$ cat config.mk
export PLATFORM = sky130hd
export DESIGN_NAME = slot_expander
export DESIGN_NICKNAME = d
export VERILOG_FILES = /design/src/rtl/slot_expander.sv
export SDC_FILE = /design/constraint.sdc
export NUM_CORES = 1
export LEC_CHECK = 0
export CORE_MARGIN = 2
export CORE_UTILIZATION = 48
export DETAILED_ROUTE_END_ITERATION = 16
export GPL_TIMING_DRIVEN = 1
export PLACE_DENSITY = 0.95
export SLEW_MARGIN = 20
export SYNTH_ARGS = -nofsm -noshare
export SYNTH_HDL_FRONTEND = slang
export SYNTH_SLANG_ARGS = --single-unit
export TNS_END_PERCENT = 5
$ cat constraint.sdc
create_clock -name clk -period 2.8 [get_ports clk]
set_input_delay 0.28 -clock clk [delete_from_list [all_inputs] [get_ports clk]]
set_output_delay 0.28 -clock clk [all_outputs]
set_load 0.1 [all_outputs]
$ cat src/rtl/slot_expander.sv
// slot_expander: MSX primary/secondary slot decoder with I/O RAM mapper.
// Mapper register readback is enabled by defining SLOT_MAPPER_READBACK_EN.
module slot_expander #(
   parameter logic [3:0] EXPANDED  = 4'b1000,
   parameter int         RAM_PSLOT = 3,
   parameter int         RAM_SSLOT = 0,
   parameter int         SEG_BITS  = 5
) (
   input  logic                   clk,
   input  logic                   reset_n,
   input  logic [15:0]            addr,
   input  logic [7:0]             d_in,
   input  logic                   mreq_n,
   input  logic                   iorq_n,
   input  logic                   m1_n,
   input  logic                   rd_n,
   input  logic                   wr_n,
   input  logic                   rfrsh_n,
   input  logic [7:0]             prim_slot,
   output logic [15:0]            sltsl_n,
   output logic [SEG_BITS+13:0]   ram_addr,
   output logic                   ram_we,
   output logic [7:0]             d_out,
   output logic                   d_oe
);

   localparam logic [1:0] RAM_P = 2'(RAM_PSLOT);
   localparam logic [1:0] RAM_S = EXPANDED[RAM_PSLOT] ? 2'(RAM_SSLOT) : 2'd0;

   logic [7:0]          sub_reg_q [4];
   logic [7:0]          sub_reg_d [4];
   logic [SEG_BITS-1:0] seg_q [4];
   logic [SEG_BITS-1:0] seg_d [4];
   logic                wr_q;
   logic                wr_d;
   logic [SEG_BITS+13:0] ram_addr_q;
   logic [SEG_BITS+13:0] ram_addr_d;

   logic [1:0] pg;
   logic [1:0] p;
   logic [1:0] s;
   logic       mem_cyc;
   logic       ffff_hit;
   logic       io_hit;
   logic       wr_edge;
   logic       ram_sel;
`ifdef SLOT_MAPPER_READBACK_EN
   logic [7:0] rb;
`endif

   always_comb begin
      pg       = addr[15:14];
      p        = 2'(prim_slot >> {pg, 1'b0});
      s        = EXPANDED[p] ? 2'(sub_reg_q[p] >> {pg, 1'b0}) : 2'd0;
      mem_cyc  = ~mreq_n & rfrsh_n;
      ffff_hit = (addr == 16'hFFFF) & EXPANDED[p];
      io_hit   = ~iorq_n & m1_n & (addr[7:2] == 6'h3F);
      // wr_q low after reset forces a fresh high-to-low edge
      wr_edge  = ~wr_n & wr_q;
      ram_sel  = mem_cyc & ~ffff_hit & (p == RAM_P) & (s == RAM_S);
   end

   always_comb begin
      sltsl_n  = 16'hFFFF;
      ram_we   = 1'b0;
      ram_addr = ram_addr_q;
      d_out    = 8'hFF;
      d_oe     = 1'b0;
`ifdef SLOT_MAPPER_READBACK_EN
      rb       = 8'hFF;
      rb[SEG_BITS-1:0] = seg_q[addr[1:0]];
`endif
      if (reset_n) begin
         if (mem_cyc && !ffff_hit)
            sltsl_n[{p, s}] = 1'b0;
         if (mem_cyc && ffff_hit && !rd_n) begin
            d_oe  = 1'b1;
            d_out = ~sub_reg_q[p];
         end
         if (ram_sel) begin
            ram_addr = {seg_q[pg], addr[13:0]};
            ram_we   = ~wr_n;
         end
`ifdef SLOT_MAPPER_READBACK_EN
         if (io_hit && !rd_n) begin
            d_oe  = 1'b1;
            d_out = rb;
         end
`endif
      end
   end

   always_comb begin
      sub_reg_d  = sub_reg_q;
      seg_d      = seg_q;
      wr_d       = wr_n;
      ram_addr_d = ram_addr;
      if (mem_cyc && ffff_hit && wr_edge)
         sub_reg_d[p] = d_in;
      if (io_hit && wr_edge)
         seg_d[addr[1:0]] = d_in[SEG_BITS-1:0];
   end

   always_ff @(posedge clk or negedge reset_n) begin
      if (!reset_n) begin
         sub_reg_q  <= '{default: 8'h00};
         seg_q[0]   <= SEG_BITS'(3);
         seg_q[1]   <= SEG_BITS'(2);
         seg_q[2]   <= SEG_BITS'(1);
         seg_q[3]   <= SEG_BITS'(0);
         wr_q       <= 1'b0;
         ram_addr_q <= '0;
      end else begin
         sub_reg_q  <= sub_reg_d;
         seg_q      <= seg_d;
         wr_q       <= wr_d;
         ram_addr_q <= ram_addr_d;
      end
   end

endmodule
; ---- Yosys cells after proc, flatten, opt, wreduce, memory -nomap -nowiden
; Index checks and enable logic that the tools add are counted.
[totals]
out_inout_bits = 45
input_bits = 40
reg_bits = 72
wordCells = 78
[op_classes]
n_shift = 2
bitwise = 17
mux = 27
eq_ne = 3
magnitude_cmp = 8
n_reduce_logical = 11
[op_table]
columns = operator, n
row1 = $mux W8, 5
row2 = $mux W19, 2
row3 = $bwmux W32, 1
row4 = $mux W16, 2
row5 = $bwmux W20, 1
row6 = $bmux W8 S2, 1
row7 = $demux W8 S2, 1
row8 = $eq A16 B16 Y1 const B, 1
row9 = $not A16 Y16, 1
row10 = $shr A8 B3 Y2, 2
row11 = $mux W5, 3
row12 = $bmux W5 S2, 1
row13 = $demux W5 S2, 1
row14 = $ge A3 B3 Y1 const B, 3
row15 = $not A2 Y3, 3
row16 = $and A1 B1 Y1, 8
row17 = $logic_and A1 B1 Y1, 8
row18 = $not A8 Y8, 1
row19 = $eq A6 B6 Y1 const B, 1
row20 = $lt A3 B1 Y1 const B, 2
row21 = $mux W1, 6
row22 = $lt A4 B5 Y1 const B, 1
row23 = $demux W1 S4, 1
row24 = $ge A4 B1 Y1 const B, 1
row25 = other kinds (7), 11

; ---- Depth between registers and ports, before layout
[logic_depth]
depth_word = 14
ltp_mapped = 7
mapped_depth_nobuf = 5

; ---- Worst setup path before layout
; No wires, ideal clock.
[synth_timing]
path_type = input-to-output
start = in addr[15]
end = out d_out[0]
required_ps = 2520
path_stages = 5
setup_slack_ps = -3301
n_path_buf = 2
t_arrival_ps = 5821
path_cell_list = buf_2 mux2_2 clkbuf_1 nor4_1 nand2_1
[synth_via]
elab_chain_cells = 8
elab_cells_between_ends = 14
cone_classes = 1 x eq/ne / 1 x shift / 7 x mux / 3 x bitwise / 2 x reduce/logical
[synth_lines]
columns = item, line_no
row1 = start: declaration, 11  ; input logic [15:0] addr,
row2 = $shr A8 B3 Y2, 53  ; p = 2'(prim_slot >> {pg, 1'b0});
row3 = $bmux W1 S2 / $not A2 Y3 (equally long branches), "56, 78"
row4 = $mux W1 (not written as such) / $bmux W8 S2 (equally long branches), "56, 78"
row5 = $and A1 B1 Y1 / $mux W8 (equally long branches), "56, 78"
row6 = $logic_and A1 B1 Y1 / $mux W8 (equally long branches), "76, 78"
row7 = $logic_and A1 B1 Y1 / $not A8 Y8 (equally long branches), "76, 78"
row8 = $mux W8 *, 76  ; if (mem_cyc && ffff_hit && !rd_n) begin
row9 = $mux W8 *, 73  ; if (reset_n) begin
row10 = end: declaration, 23  ; output logic [7:0] d_out,
; Mark *: on every way between the ends. The rest lies on a longest branch, timed or not. The select of a mux whose other input is x is not followed.

; ---- Worst setup path after layout
[layout_timing]
start = in addr[14]
end = out ram_addr[18]
[layout_via]
elab_chain_cells = 11
elab_cells_between_ends = 23
cone_classes = 2 x eq/ne / 2 x shift / 11 x mux / 7 x bitwise / 1 x reduce/logical
[layout_lines]
columns = item, line_no
row1 = $shr A8 B3 Y2, 53
row2 = $not A2 Y3 (not written as such), 54  ; s = EXPANDED[p] ? 2'(sub_reg_q[p] >> {pg, 1'b0}) : 2'd0;
row3 = $bmux W8 S2, 54
row4 = $mux W8 (not written as such) (2 in a row), 54
row5 = $shr A8 B3 Y2, 54
row6 = $mux W2, 54
row7 = $logic_not A2 Y1, 60  ; ram_sel = mem_cyc & ~ffff_hit & (p == RAM_P) & (s == RAM_S);
row8 = $and A1 B1 Y1, 60
row9 = $mux W19 *, 80  ; if (ram_sel) begin
row10 = $mux W19 *, 73
row11 = end: declaration, 21  ; output logic [SEG_BITS+13:0] ram_addr,
; Marks and branches as above.

==> results.cfg <==
[status]
status = complete, no violations

[detailed_routing]
wl_per_cell_um = 21.5
drc = 0
drt-initial-drc-count = 128
ant_nets = 0
via_per_inst = 5.70
dr_total_vias = 2034
firstDrtPassIters = 4
drt-total-wl_um = 7690

[timing]
worstMarginPinSlew_ns = 0.654
setup_viol = 0
final_max_slew_viol_count = 0
min_period_ns = 2.72
fin_skew_ns = 0.0154
fmax_mhz = 367
hold_viol_final = 0
period_share_pct = 97.3
relSlewSlack_pct = 56.4
whs_ns = 0.152

[synth]
ys_seq_area_share_pct = 50.8
yosysWarningCount = 0
synth.most_common_cell = dfrtp_1
yosysTopAreaCellShare_pct = 46.7
postSynthCellCount = 188
async_flop_share_pct = 100
ys_seq_elements = 52
synth_area_leader_cell = dfrtp_1
synth_common_cells = dfrtp_1, mux2_2, mux2_1, buf_4, nand2_1
synth_area_um2 = 2570
synthFlopType = dfrtp_1
synth_edf_count = 0
synthTopCellsByArea = dfrtp_1, mux2_2, mux2_1
synth.distinct_cells = 35
syn_avg_cell_area_um2 = 13.7

[critical_path]
cpPeakStageDelay_ns = 0.32
slowest_stage = nor4_4
crit_required_ns = 2.52
crit_fanout = 5
start_kind = input pin
cp-end-kind = primary output
cp_data_arrival_time_ns = 2.44
path_class = input pin to primary output
path_cells = clkbuf_2 > mux2i_4 > buf_6 > mux2i_2 > o211ai_2 > nor4_4 > buf_4 > bufbuf_16 > mux2_4 > buf_12
path_buf_inv = 5
cp_top_family = buffers and inverters

[power]
peakVddDrop_uv = 491
p_per_area_nw_per_um2 = 610
leakage_nw = 1.94

[clock_tree]
cts_tree = done
htreeDepth = 2
cts.clk_slew.worst_paths_ns = 0.09
cts_buffer_depth = 2
cts-buffers-inserted = 5
cts_root_buf = clkbuf_8
cts_sinks = 52
cts_hold_buf = 0
insertion_delay_ns = 0.31

[run]
drv_cap = 0

[die]
die_y_um = 77.2
die_area_um2 = 5960
dieWidth_um = 77.2
start_util_pct = 50.0
coreArea_um2 = 5140
ioPinCount = 85
fp-row-count = 26

[grt]
grt.overflow.total = 0
grt_max_degree = 53
grt_pass1_vias = 2133
antenna_found_initial = 0
grt_pass1_wl_um = 12100
grtUsageTotal_pct = 26.7

[final_layout]
num-nets-final = 326
fillerInstances = 279
drive_gt1_share_pct = 51.9
area_growth_pct = 62.5
antenna_cells = 0
final_util_pct = 81.3
fin_area_um2 = 4180

[placement]
gp_congestion = 0.924
post_dp_cell_area_um2 = 3840
detailed_place_hpwl_um = 5050
portBuffers = 75

[worst_hold_path]
hp-class = input pin to asynchronous set/reset pin
-- final timing paths --
path	cells past startpoint	slack (ns)	start	to
min in group clk	0	0.39	sub_reg_q[16]$_DFFE_PN0P_	sub_reg_q[16]$_DFFE_PN0P_
setup / recovery	10	0.08	addr[14]	ram_addr[18]
setup reg to reg	4	0.67	wr_q$_DFF_PN0_	sub_reg_q[1]$_DFFE_PN0P_
max in group asynchronous	2	2.20	reset_n	seg_q[8]$_DFFE_PN0P_
hold / removal	2	0.15	reset_n	sub_reg_q[17]$_DFFE_PN0P_
hold reg to reg	0	0.39	sub_reg_q[16]$_DFFE_PN0P_	sub_reg_q[16]$_DFFE_PN0P_
-- power by group --
part | internal, mW | switching (mW) | leakage, nW
sequential | 0.816 | 0.0245 | 0.685
clock | 0.316 | 0.252 | 0.0645
combinational | 0.418 | 0.725 | 1.19
-- placed cells by master (no fill, tap or decap), types with 6 or more instances in the layout --
cell             Yosys  routed
nand2_1              8       6
mux2_4               0      16
nor2_1               6       6
dfrtp_1             48      48
nand4bb_1            6       6
conb_1               1       9
buf_12               0      37
clkbuf_8             0       7
clkdlybuf4s50_1      0      25
mux2_2              29      29
buf_4                9      21
dlygate4sd2_1        0       7
mux4_2               6       6
-- per-layer routing --
layer	vias up	wire length, µm	global-route usage, %
li1	872	-	-
met1	1061	3090	33.6
met2	84	4040	46.0
met3	17	365	4.94
met4	0	193	9.64
met5	-	0	0
-- cell families after synthesis --
logic type | after synthesis | synth area share [%]
DFF | 52 | 50.8
other | 1 | 0.146
buffers and inverters | 20 | 5.16
and+or+nand+nor | 50 | 13.2
AOI/OAI and AO/OA | 5 | 2.04
muxes | 60 | 28.6
-- repair_timing --
action | 4_1_cts | 5_1_grt
buffers inserted | 3 | 2
endpoints found under the setup margin | 20 | 13
pin swaps | 4 | 4
gates resized for setup | 51 | 16
gates cloned | 3 | 0
-- registers in the layout, summed over array words and instances (netlist names) --
signal and flops:
wr_q 1, ram_addr_q 19, seg_q 20, sub_reg_q 12
-- stage by stage --
step / setup WS [ns] / setup TNS, ns / instances / power [mW]
CTS: 0.00151 / 0 / 355 / 2.55
floorplan: -0.353 / -0.707 / 196 / 1.51
detailed placement: -0.220 / -4.02 / 341 / 1.93
global placement: -0.122 / -1.96 / 341 / 1.91
finish: 0.0760 / 0 / 357 / 2.55
global route: -0.0118 / -0.0191 / 357 / 2.61
-- area by class of cell --
class / instances / area, µm² / share of cell area (%)
multi-input combinational: 124 / 1300 / 31.1
timing repair buffer: 102 / 1350 / 32.4
sequential: 52 / 1310 / 31.3
tap: 70 / 87.6 / 2.10
clock inverter: 1 / 30.0 / 0.719
clock buffer: 7 / 96.3 / 2.31
inverter: 1 / 3.75 / 0.0898
(Power assumes the default switching activity.)
